File: src/rtl/disk_pkg.sv
// disk_pkg: shared state encoding and disk geometry helper for the block engine.
`default_nettype none

package disk_pkg;

  typedef enum logic [2:0] {
    IDLE   = 3'd0,
    ISSUE  = 3'd1,
    XFER   = 3'd2,
    PAD    = 3'd3,
    DRAIN  = 3'd4,
    FINISH = 3'd5
  } state_t;

  // Linear block address; callers truncate the 32-bit result to their LBA width.
  function automatic logic [31:0] geom_lba(input logic [31:0] cyl, input logic [31:0] sur,
                                           input logic [31:0] sec, input logic [31:0] sectors,
                                           input logic [31:0] surfaces);
    return sec + sectors * (sur + surfaces * cyl);
  endfunction

endpackage

`default_nettype wire

File: src/rtl/disk_addr_counter.sv
// disk_addr_counter: cylinder/surface/sector register with load, advance, LBA and overrun.
`default_nettype none

module disk_addr_counter
  import disk_pkg::*;
#(
  parameter int CYL_W     = 8,
  parameter int CYLINDERS = 203,
  parameter int SURFACES  = 2,
  parameter int SECTORS   = 12,
  parameter int SEC_W     = 4,
  parameter int LBA_W     = 13
) (
  input  logic             clk,
  input  logic             reset_n,
  input  logic             i_load,
  input  logic             i_advance,
  input  logic [CYL_W-1:0] i_cyl,
  input  logic             i_sur,
  input  logic [SEC_W-1:0] i_sec,
  output logic [CYL_W-1:0] o_cyl,
  output logic             o_sur,
  output logic [SEC_W-1:0] o_sec,
  output logic [LBA_W-1:0] o_lba,
  output logic             o_ovr
);

  localparam logic [31:0] c_CYLINDERS = CYLINDERS;
  localparam logic [31:0] c_SURFACES  = SURFACES;
  localparam logic [31:0] c_SECTORS   = SECTORS;

  logic [CYL_W-1:0] r_cyl;
  logic             r_sur;
  logic [SEC_W-1:0] r_sec;

  always_ff @(posedge clk or negedge reset_n) begin
    if (!reset_n) begin
      r_cyl <= '0;
      r_sur <= 1'b0;
      r_sec <= '0;
    end else if (i_load) begin
      r_cyl <= i_cyl;
      r_sur <= i_sur;
      r_sec <= i_sec;
    end else if (i_advance) begin
      // Ripple sector -> surface -> cylinder; the cylinder is left to run past the end
      // so the next issue attempt reports the overrun.
      if (32'(r_sec) + 32'd1 >= c_SECTORS) begin
        r_sec <= '0;
        if (32'(r_sur) + 32'd1 >= c_SURFACES) begin
          r_sur <= 1'b0;
          r_cyl <= r_cyl + 1'b1;
        end else begin
          r_sur <= r_sur + 1'b1;
        end
      end else begin
        r_sec <= r_sec + 1'b1;
      end
    end
  end

  assign o_cyl = r_cyl;
  assign o_sur = r_sur;
  assign o_sec = r_sec;
  assign o_lba = LBA_W'(geom_lba(32'(r_cyl), 32'(r_sur), 32'(r_sec), c_SECTORS, c_SURFACES));
  assign o_ovr = (32'(r_cyl) >= c_CYLINDERS);

endmodule

`default_nettype wire

File: src/rtl/disk_block_engine.sv
// disk_block_engine: word-counted DMA sequencer issuing one storage command per disk block.
`default_nettype none

module disk_block_engine
  import disk_pkg::*;
#(
  parameter int ADDR_W      = 22,
  parameter int CYL_W       = 8,
  parameter int CYLINDERS   = 203,
  parameter int SURFACES    = 2,
  parameter int SECTORS     = 12,
  parameter int SEC_W       = 4,
  parameter int LBA_W       = 13,
  parameter int BLOCK_WORDS = 256
) (
  input  logic              clk,
  input  logic              reset_n,
  input  logic              start,
  input  logic              dir,
  input  logic              inh_ba,
  input  logic [15:0]       wc_neg,
  input  logic [ADDR_W-2:0] ba_start,
  input  logic [CYL_W-1:0]  cyl_in,
  input  logic              sur_in,
  input  logic [SEC_W-1:0]  sec_in,
  input  logic              abort,
  output logic              busy,
  output logic              done,
  output logic              err_nxm,
  output logic              err_ovr,
  output logic [ADDR_W-2:0] ba,
  output logic [15:0]       wc,
  output logic [CYL_W-1:0]  cyl,
  output logic              sur,
  output logic [SEC_W-1:0]  sec,
  output logic              dma_read_req,
  output logic              dma_write_req,
  input  logic              dma_complete,
  input  logic              dma_nxm,
  output logic [LBA_W-1:0]  sd_lba,
  output logic              sd_read,
  output logic              sd_write,
  input  logic              sd_ready,
  output logic              sd_write_enable,
  output logic              sd_pad,
  input  logic              sd_write_full,
  output logic              sd_read_enable,
  input  logic              sd_read_empty
);

  localparam int          WPOS_W      = $clog2(BLOCK_WORDS);
  localparam logic [31:0] c_CYLINDERS = CYLINDERS;
  localparam logic [31:0] c_SECTORS   = SECTORS;

  state_t              r_state;
  logic                r_dir;
  logic                r_inh;
  logic [15:0]         r_wc;
  logic [ADDR_W-2:0]   r_ba;
  logic [WPOS_W-1:0]   r_wpos;
  logic                r_pend;
  logic                r_busy;
  logic                r_done;
  logic                r_err_nxm;
  logic                r_err_ovr;
  logic                r_sd_read;
  logic                r_sd_write;
  logic [LBA_W-1:0]    r_sd_lba;

  logic                w_load;
  logic                w_issue;
  logic                w_ovr;
  logic [LBA_W-1:0]    w_lba;
  logic                w_bad_start;
  logic                w_last_word;
  logic                w_wc_last;
  logic                w_pad_push;
  logic                w_drain_pop;

  assign w_load      = (r_state == IDLE) && start && !abort;
  assign w_issue     = (r_state == ISSUE) && !abort && !w_ovr && sd_ready;
  assign w_bad_start = (32'(sec_in) >= c_SECTORS) || (32'(cyl_in) >= c_CYLINDERS);
  assign w_last_word = (r_wpos == '1);
  assign w_wc_last   = (r_wc == 16'hFFFF);
  // A pending DMA-word push/pop owns the FIFO port for its cycle, so fill/drain waits.
  assign w_pad_push  = (r_state == PAD) && !sd_write_full && !r_pend;
  assign w_drain_pop = (r_state == DRAIN) && !sd_read_empty && !r_pend;

  disk_addr_counter #(
    .CYL_W    (CYL_W),
    .CYLINDERS(CYLINDERS),
    .SURFACES (SURFACES),
    .SECTORS  (SECTORS),
    .SEC_W    (SEC_W),
    .LBA_W    (LBA_W)
  ) u_addr (
    .clk      (clk),
    .reset_n  (reset_n),
    .i_load   (w_load),
    .i_advance(w_issue),
    .i_cyl    (cyl_in),
    .i_sur    (sur_in),
    .i_sec    (sec_in),
    .o_cyl    (cyl),
    .o_sur    (sur),
    .o_sec    (sec),
    .o_lba    (w_lba),
    .o_ovr    (w_ovr)
  );

  always_ff @(posedge clk or negedge reset_n) begin
    if (!reset_n) begin
      r_state    <= IDLE;
      r_dir      <= 1'b0;
      r_inh      <= 1'b0;
      r_wc       <= '0;
      r_ba       <= '0;
      r_wpos     <= '0;
      r_pend     <= 1'b0;
      r_busy     <= 1'b0;
      r_done     <= 1'b0;
      r_err_nxm  <= 1'b0;
      r_err_ovr  <= 1'b0;
      r_sd_read  <= 1'b0;
      r_sd_write <= 1'b0;
      r_sd_lba   <= '0;
    end else begin
      r_done     <= 1'b0;
      r_sd_read  <= 1'b0;
      r_sd_write <= 1'b0;
      r_pend     <= 1'b0;
      if (abort) begin
        r_state <= IDLE;
        r_busy  <= 1'b0;
      end else begin
        case (r_state)
          IDLE: begin
            if (start) begin
              r_dir     <= dir;
              r_inh     <= inh_ba;
              r_wc      <= wc_neg;
              r_ba      <= ba_start;
              r_wpos    <= '0;
              r_err_nxm <= 1'b0;
              r_err_ovr <= 1'b0;
              if (wc_neg == 16'h0000) begin
                r_done <= 1'b1;
              end else if (w_bad_start) begin
                r_err_ovr <= 1'b1;
                r_done    <= 1'b1;
              end else begin
                r_busy  <= 1'b1;
                r_state <= dir ? ISSUE : XFER;
              end
            end
          end
          ISSUE: begin
            if (w_ovr) begin
              r_err_ovr <= 1'b1;
              r_state   <= FINISH;
            end else if (sd_ready) begin
              r_sd_read  <= r_dir;
              r_sd_write <= !r_dir;
              r_sd_lba   <= w_lba;
              r_state    <= (r_dir || r_wc != 16'h0000) ? XFER : FINISH;
            end
          end
          XFER: begin
            if (dma_nxm) begin
              r_err_nxm <= 1'b1;
              r_state   <= FINISH;
            end else if (dma_complete) begin
              r_wc   <= r_wc + 1'b1;
              r_wpos <= r_wpos + 1'b1;
              r_pend <= 1'b1;
              if (!r_inh) r_ba <= r_ba + 1'b1;
              if (w_last_word) r_state <= (!r_dir || !w_wc_last) ? ISSUE : FINISH;
              else if (w_wc_last) r_state <= r_dir ? DRAIN : PAD;
            end
          end
          PAD: begin
            if (w_pad_push) begin
              r_wpos <= r_wpos + 1'b1;
              if (w_last_word) r_state <= ISSUE;
            end
          end
          DRAIN: begin
            if (w_drain_pop) begin
              r_wpos <= r_wpos + 1'b1;
              if (w_last_word) r_state <= FINISH;
            end
          end
          FINISH: begin
            // Hold off while a command pulse is still in flight so sd_ready reflects it.
            if (sd_ready && !r_sd_read && !r_sd_write) begin
              r_done  <= 1'b1;
              r_busy  <= 1'b0;
              r_state <= IDLE;
            end
          end
          default: r_state <= IDLE;
        endcase
      end
    end
  end

  assign busy            = r_busy;
  assign done            = r_done;
  assign err_nxm         = r_err_nxm;
  assign err_ovr         = r_err_ovr;
  assign ba              = r_ba;
  assign wc              = r_wc;
  assign sd_lba          = r_sd_lba;
  assign sd_read         = r_sd_read;
  assign sd_write        = r_sd_write;
  assign dma_read_req    = (r_state == XFER) && !r_dir && !sd_write_full && !r_pend && (r_wc != 16'h0000);
  assign dma_write_req   = (r_state == XFER) && r_dir && !sd_read_empty && !r_pend && (r_wc != 16'h0000);
  assign sd_write_enable = (r_pend && !r_dir) || w_pad_push;
  assign sd_pad          = w_pad_push;
  assign sd_read_enable  = (r_pend && r_dir) || w_drain_pop;

endmodule

`default_nettype wire

File: config.mk
export PLATFORM = sky130hd
export DESIGN_NAME = disk_block_engine
export DESIGN_NICKNAME = d
export VERILOG_FILES = /design/src/rtl/disk_pkg.sv /design/src/rtl/disk_addr_counter.sv /design/src/rtl/disk_block_engine.sv
export SDC_FILE = /design/constraint.sdc
export NUM_CORES = 1
export LEC_CHECK = 0
export ABC_AREA = 1
export BUFFER_PORTS_ARGS = -buffer_cell sky130_fd_sc_hd__buf_2
export CAP_MARGIN = 40
export CORE_UTILIZATION = 38
export CTS_BUF_LIST = sky130_fd_sc_hd__clkbuf_2
export CTS_CLUSTER_SIZE = 20
export DETAILED_ROUTE_END_ITERATION = 7
export PLACE_DENSITY = 0.69
export SLEW_MARGIN = 25
export SYNTH_ARGS = -nofsm -noshare
export SYNTH_HDL_FRONTEND = slang
export SYNTH_SLANG_ARGS = --single-unit
File: constraint.sdc
create_clock -name clk -period 2.27 [get_ports clk]
set_input_delay 0.227 -clock clk [delete_from_list [all_inputs] [get_ports clk]]
set_output_delay 0.227 -clock clk [all_outputs]
set_load 0.02 [all_outputs]
## Yosys cells after proc, flatten, opt, wreduce, memory -nomap -nowiden

Index checks and enable logic that the tools add are counted.

- RAM bits: 0
- Logic and storage cells: 194
- Bits in read-only memories: 0
- Memories: 0
- Output and inout bits: 74
- Bits in latches: 0
- Input port bits: 61
- Register bits: 83

- Divide/modulo/power cells: 0
- Add/subtract/negate cells: 10
- $mul: 1
- Equality and inequality tests: 26
- Multiplexer cells: 77
- Bitwise operators: 2
- Shift-type cells: 0
- Reduce and logical (&&, ||, !) cells: 56
- Order comparisons: 5

Operator list:

| kind | number |
|---|---|
| $mux W21 | 4 |
| $mux W8 | 9 |
| $mux W3 | 18 |
| $mux W16 | 3 |
| $pmux W21 S2 | 1 |
| $ge A32 B2 Y1 const B | 1 |
| $ge A32 B4 Y1 const B | 1 |
| $mul A2 B32 Y11 const A | 1 |
| $pmux W16 S2 | 1 |
| $pmux W8 S4 | 1 |
| $mux W1 | 31 |
| $ne A3 B3 Y1 const B | 8 |
| $add A21 B1 Y21 const B | 1 |
| $logic_and A1 B1 Y1 | 21 |
| $pmux W3 S6 | 1 |
| $add A16 B1 Y16 const B | 1 |
| $add A8 B1 Y8 const B | 2 |
| $eq A16 B16 Y1 const B | 1 |
| $ge A8 B8 Y1 const B | 2 |
| $logic_not A16 Y1 | 1 |
| $ne A2 B2 Y1 const B | 8 |
| $reduce_bool A16 Y1 | 1 |
| $add A4 B13 Y13 | 1 |
| $mux W4 | 3 |
| other kinds (28) | 55 |

## Longest topological paths before layout

- Depth in word-level cells: 9
- Gate-level depth with buffers: 14
- Mapped depth without buffers: 14

## By module

From an unflattened synthesis, not the netlist that was laid out.

- Cells, all modules: 868
- Area, all modules: 6075.8 um^2

By module, submodules not included:

| module | seq. area each (um^2) | cells each | instances | area an instance (um^2) |
|---|---|---|---|---|
| disk_block_engine | 1751.7 | 641 | 1 | 4459.3 |
| disk_addr_counter | 325.3 | 227 | 1 | 1616.6 |

## Least setup slack after synthesis

Ideal clock, no wire load.

- Kind: flip-flop to flip-flop
- Start: reg u_addr.r_cyl[0], in the netlist u_addr.o_cyl[0]
- End: reg r_sd_lba[12], in the netlist sd_lba[12]
- Stages on the path, launching flop included: 12
- Clock period less this slack: 2.226 ns
- Path buffers: 0
- Library setup time: 0.117 ns
- Slack: 0.044 ns
- Data arrival time: 2.109 ns
- Required time: 2.153 ns
- Cell sequence: dfrtp_1 ha_1 fa_1 nand2_1 nor2_1 nand3_1 nor2_1 nand2_1 nor2_1 nand3_1 nand3_1 nand2_1

- Longest elaborated chain between the ends: 3
- Elaborated cells between the ends (all ways): 6
- Those cells by class: add/sub: 2; mul: 1; order compare: 1; bitwise: 1; reduce/logical: 1

Ends and longest elaborated chain:

| what | line | RTL |
|---|---|---|
| start, declared | disk_addr_counter.sv:32 | `logic [CYL_W-1:0] r_cyl;` |
| start signal, assigned | disk_addr_counter.sv:42 | `r_cyl <= i_cyl;` |
| start signal, assigned | disk_addr_counter.sv:52 | `r_cyl <= r_cyl + 1'b1;` |
| $add A1 B9 Y10 or $ge A8 B8 Y1 (tied branches) | disk_pkg.sv:19, disk_addr_counter.sv:66 |  |
| $mul A2 B32 Y11 or $not A1 Y1 (tied branches) | n/a |  |
| $add A4 B13 Y13 or $reduce_and A4 Y1 (tied branches) | n/a |  |
| end signal, assigned | disk_block_engine.sv:164 | `r_sd_lba <= w_lba;` |
| end, declared | disk_block_engine.sv:68 | `logic [LBA_W-1:0] r_sd_lba;` |

Parallel ways exist; a longest one is shown, timed or not.
A chain may end at the register's enable or synchronous reset.

## Final worst setup path

- Start: reg r_state[0]
- End: out dma_write_req

- Longest elaborated chain between the ends: 5

Ends and longest elaborated chain:

| what | line | RTL |
|---|---|---|
| start, declared | disk_block_engine.sv:55 | `state_t r_state;` |
| start signal, assigned | disk_block_engine.sv:153 | `r_state <= dir ? ISSUE : XFER;` |
| start signal, assigned | disk_block_engine.sv:165 | `r_state <= (r_dir \|\| r_wc != 16'h0000) ? XFER : FINISH;` |
| start signal, assigned | disk_block_engine.sv:177 | `if (w_last_word) r_state <= (!r_dir \|\| !w_wc_last) ? ISSUE : FINISH;` |
| $eq A3 B2 Y1 | disk_block_engine.sv:217 | `assign dma_write_req = (r_state == XFER) && r_dir && !sd_read_empty && !r_pend && (r_wc != 16'h0000);` |
| $logic_and A1 B1 Y1 (4 in a row) | disk_block_engine.sv:217 |  |
| end, declared | disk_block_engine.sv:37 | `output logic dma_write_req,` |

Every way passes these cells.

==> results.sh <==
export IMPL_dr_pass1_iters=5
export IMPL_root_buffer="clkbuf_2"
export IMPL_htreeDepth=3
export IMPL_clkLatencyLatePin_ns=0.58
export IMPL_maxCapViolations=0
export IMPL_clock_fmax_ghz=0.4526
export IMPL_p_seq_share_pct=28.6
export IMPL_netlist_area_sq_mm=0.006011
export IMPL_antenna_found_initial=1
export IMPL_r2r_worst_path_cells=11
export IMPL_power_frac_clock_pct=8.2
export IMPL_cp_required_ns=2.04
export IMPL_hold_class="primary input to flop"
export IMPL_clock_skew_ns=0.03006
export IMPL_synth_edf_count=0
export IMPL_power_density_mw_per_mm2=1219
export IMPL_core_area_sq_mm=0.01531
export IMPL_gp_congestion=0.9425
export IMPL_layout_nets=1198
export IMPL_yosys_area_top_type_share_pct=34.55
export IMPL_start_util_pct=39.25
export IMPL_async_reset_ff_share_pct=100.0
export IMPL_syn_avg_cell_area_sq_um=6.723
export IMPL_rows=45
export IMPL_rsz0062_at_grt="yes"
export IMPL_max_clock_path_buffers=2
export IMPL_worst_pin_slew_ns=0.5754
export IMPL_drtAntennaViolNets=0
export IMPL_period_share_pct=97.33
export IMPL_grt_ovfl_total=0
export IMPL_grt_pass1_vias=6146
export IMPL_seq_area_frac_synth_pct=34.55
export IMPL_rr_endpoint="sd_lba[12]$_DFFE_PN0P_"
export IMPL_drt_total_wl_um=18130
export IMPL_setup_tns_final_ns=0
export IMPL_die_w_um=127.8
export IMPL_synth_common_cells="248 x nand2_1, 104 x inv_1, 83 x dfrtp_1, 82 x nor2_1, 81 x nand3_1"
export IMPL_setup_worst_path_end_class="primary output"
export IMPL_final_util_pct=51.95
export IMPL_p_sw_w=0.005125
export IMPL_ys_warn_count=0
export IMPL_wl_per_cell_um=13.60
export IMPL_worstSetupPathType="flop to primary output"
export IMPL_synth_ff_latch_count=83
export IMPL_hold_start="cyl_in[4]"
export IMPL_die_y_um=127.8
export IMPL_p_leak_nw=4.005
export IMPL_cts_tree="done"
export IMPL_startpoint_type="flop"
export IMPL_hpwl_um=13100
export IMPL_ys_flop_type="dfrtp_1"
export IMPL_grtUsageTotal_pct=22.44
export IMPL_rrSetupSlack_ns=0.07
export IMPL_dr_first_iter_drc_count=364
export IMPL_finalPower_w=0.009699
export IMPL_synth_distinct_cells=41
export IMPL_clock_sinks=83
export IMPL_port_buffers=134
export IMPL_arrival_ns=1.98
export IMPL_path_max_fanout=12
export IMPL_drc=0
export IMPL_synth_top_area_cell="dfrtp_1"
export IMPL_syn_to_final_growth_pct=32.37
export IMPL_clk_pin_slew_ns=0.24
export IMPL_finalMaxSlewViolations=0
export IMPL_r2r_start="u_addr.o_cyl[0]$_DFFE_PN0P_"
export IMPL_synth_most_common_cell="nand2_1"
export IMPL_cts_made_buffers=9
export IMPL_syn_nets=976
export IMPL_grt_pass1_wl_um=29190
export IMPL_period_needed_ns=2.209
export IMPL_vias_per_cell=4.983
export IMPL_vias=6643
export IMPL_min_to="u_addr.o_cyl[4]$_DFFE_PN0P_"
export IMPL_switching_share_pct=52.84
export IMPL_final_hold_viol_count=0
export IMPL_peakVddDrop_v=0.0006257
export IMPL_grt_max_degree=41
export IMPL_status="finished clean"
export IMPL_syn_inst=894
export IMPL_die_area_sq_mm=0.01633
export IMPL_intPower_w=0.004574
export IMPL_pin_count=135
export IMPL_yosys_top_cells_area="dfrtp_1 35%, nand2_1 15%, nand3_1 6.7%"
export IMPL_finalSetupViolCount=0
export IMPL_pwr_share_comb_pct=63.2
export IMPL_relSlewSlack_pct=61.64
export IMPL_drive_above_1_share_pct=22.30
export IMPL_hold_path_depth=5
## sequential cells by signal, summed over array words and instances, names as in the netlist, 3 cells and up
| name | count |
|---|---|
| ba | 21 |
| wc | 16 |
| sd_lba | 13 |
| r_wpos | 8 |
| u_addr.o_cyl | 8 |
| u_addr.o_sec | 4 |
| r_state | 3 |
## critical path, stage by stage (launching register included)
cell and delay [ns]:
dfrtp_2 0.48, nor3_4 0.25, inv_2 0.09, buf_12 0.15
nor4_4 0.25, buf_4 0.19
## worst max-delay path by stage
stage                                      startpoint                     end  slack (ns)  cells after the start
after floorplan           u_addr.o_cyl[0]$_DFFE_PN0P_  sd_lba[12]$_DFFE_PN0P_        0.04                     11
after global placement    u_addr.o_cyl[0]$_DFFE_PN0P_  sd_lba[12]$_DFFE_PN0P_        0.11                     11
after detailed placement  u_addr.o_cyl[0]$_DFFE_PN0P_  sd_lba[12]$_DFFE_PN0P_        0.07                     11
after CTS                      r_state[1]$_DFFE_PN0P_           dma_write_req        0.01                      6
after global routing      u_addr.o_cyl[0]$_DFFE_PN0P_  sd_lba[12]$_DFFE_PN0P_       -0.05                     11
final                          r_state[0]$_DFFE_PN0P_           dma_write_req        0.06                      5
## metrics by stage
step                std cells  setup slack (ns)  hold slack, ns  area [sq um]
finish                   1333           0.06062         0.06616          7956
global route             1332          -0.05127         0.07731          7954
CTS                      1323           0.01194        0.004944          7814
detailed placement       1242           0.06824          0.2656          7020
global placement         1242            0.1144          0.2625          7020
floorplan                 894           0.04384        -0.06859          6011
## placed cells by master, fill, tap and decap left out, types with 2 or more instances in the layout
cell type / n
dfrtp_2: 5
xor2_1: 13
nand2_4: 2
nor3_1: 23
nor2_2: 9
inv_2: 8
inv_1: 102
or2_2: 10
nand3_2: 3
buf_4: 45
nand2_1: 246
o211ai_1: 10
nor2_4: 6
o21bai_1: 2
buf_2: 132
clkinvlp_4: 2
nand4_1: 23
clkbuf_2: 10
nand3b_1: 3
o21ai_0: 52
dlygate4sd3_1: 56
xnor2_1: 4
o21ai_1: 18
nand3_1: 79
nor4_1: 3
a22oi_1: 3
ha_1: 18
a31oi_1: 2
o22ai_1: 8
clkinv_1: 3
dfrtp_1: 78
nor2_1: 75
a21oi_1: 45
nand2_2: 6
a21oi_2: 2
## cell type report
cell class | instances | area [sq um]
repair buffers | 236 | 1623
flip-flops and latches | 83 | 2083
clock inverters | 6 | 56.30
multi-input cells | 676 | 3465
clock buffers | 10 | 50.05
well taps | 211 | 264.0
inverters | 110 | 412.9
diodes | 1 | 2.502
fillers | 1518 | 7358
## power by group through the flow
| stage | combinational (W) | clock [W] | sequential, W |
|---|---|---|---|
| after floorplan | 0.00343 | 0 | 0.00329 |
| after global placement | 0.00549 | 0 | 0.00280 |
| after detailed placement | 0.00555 | 0 | 0.00281 |
| after CTS | 0.00588 | 0.000820 | 0.00276 |
| after global routing | 0.00685 | 0.000870 | 0.00288 |
| final | 0.00613 | 0.000793 | 0.00278 |
## timing repair
action	in CTS	in global routing
resized for setup	10	27
hold buffers	56	0
buffers inserted	7	9
pin swaps	1	10
endpoints found under the hold margin	91	0
endpoints found under the setup margin	2	27
gates cloned	2	0
## per-layer routing
metal | GRT usage (%) | routed length (um) | up-vias
li1 | - | - | 3385
met1 | 28.97 | 8205 | 3040
met2 | 38.27 | 8464 | 202
met3 | 3.923 | 1215 | 16
met4 | 6.713 | 240 | 0
met5 | 0 | 0 | -
## cell families after synthesis
family | synth area share (%)
buffers and inverters | 9.159
adder cells (fa/ha/maj) | 4.621
AO/OA/AOI/OAI | 12.99
XOR/XNOR | 2.477
flip-flops | 34.55
AND/OR/NAND/NOR | 36.03
multiplexers | 0.1665
(Power assumes the default switching activity.)
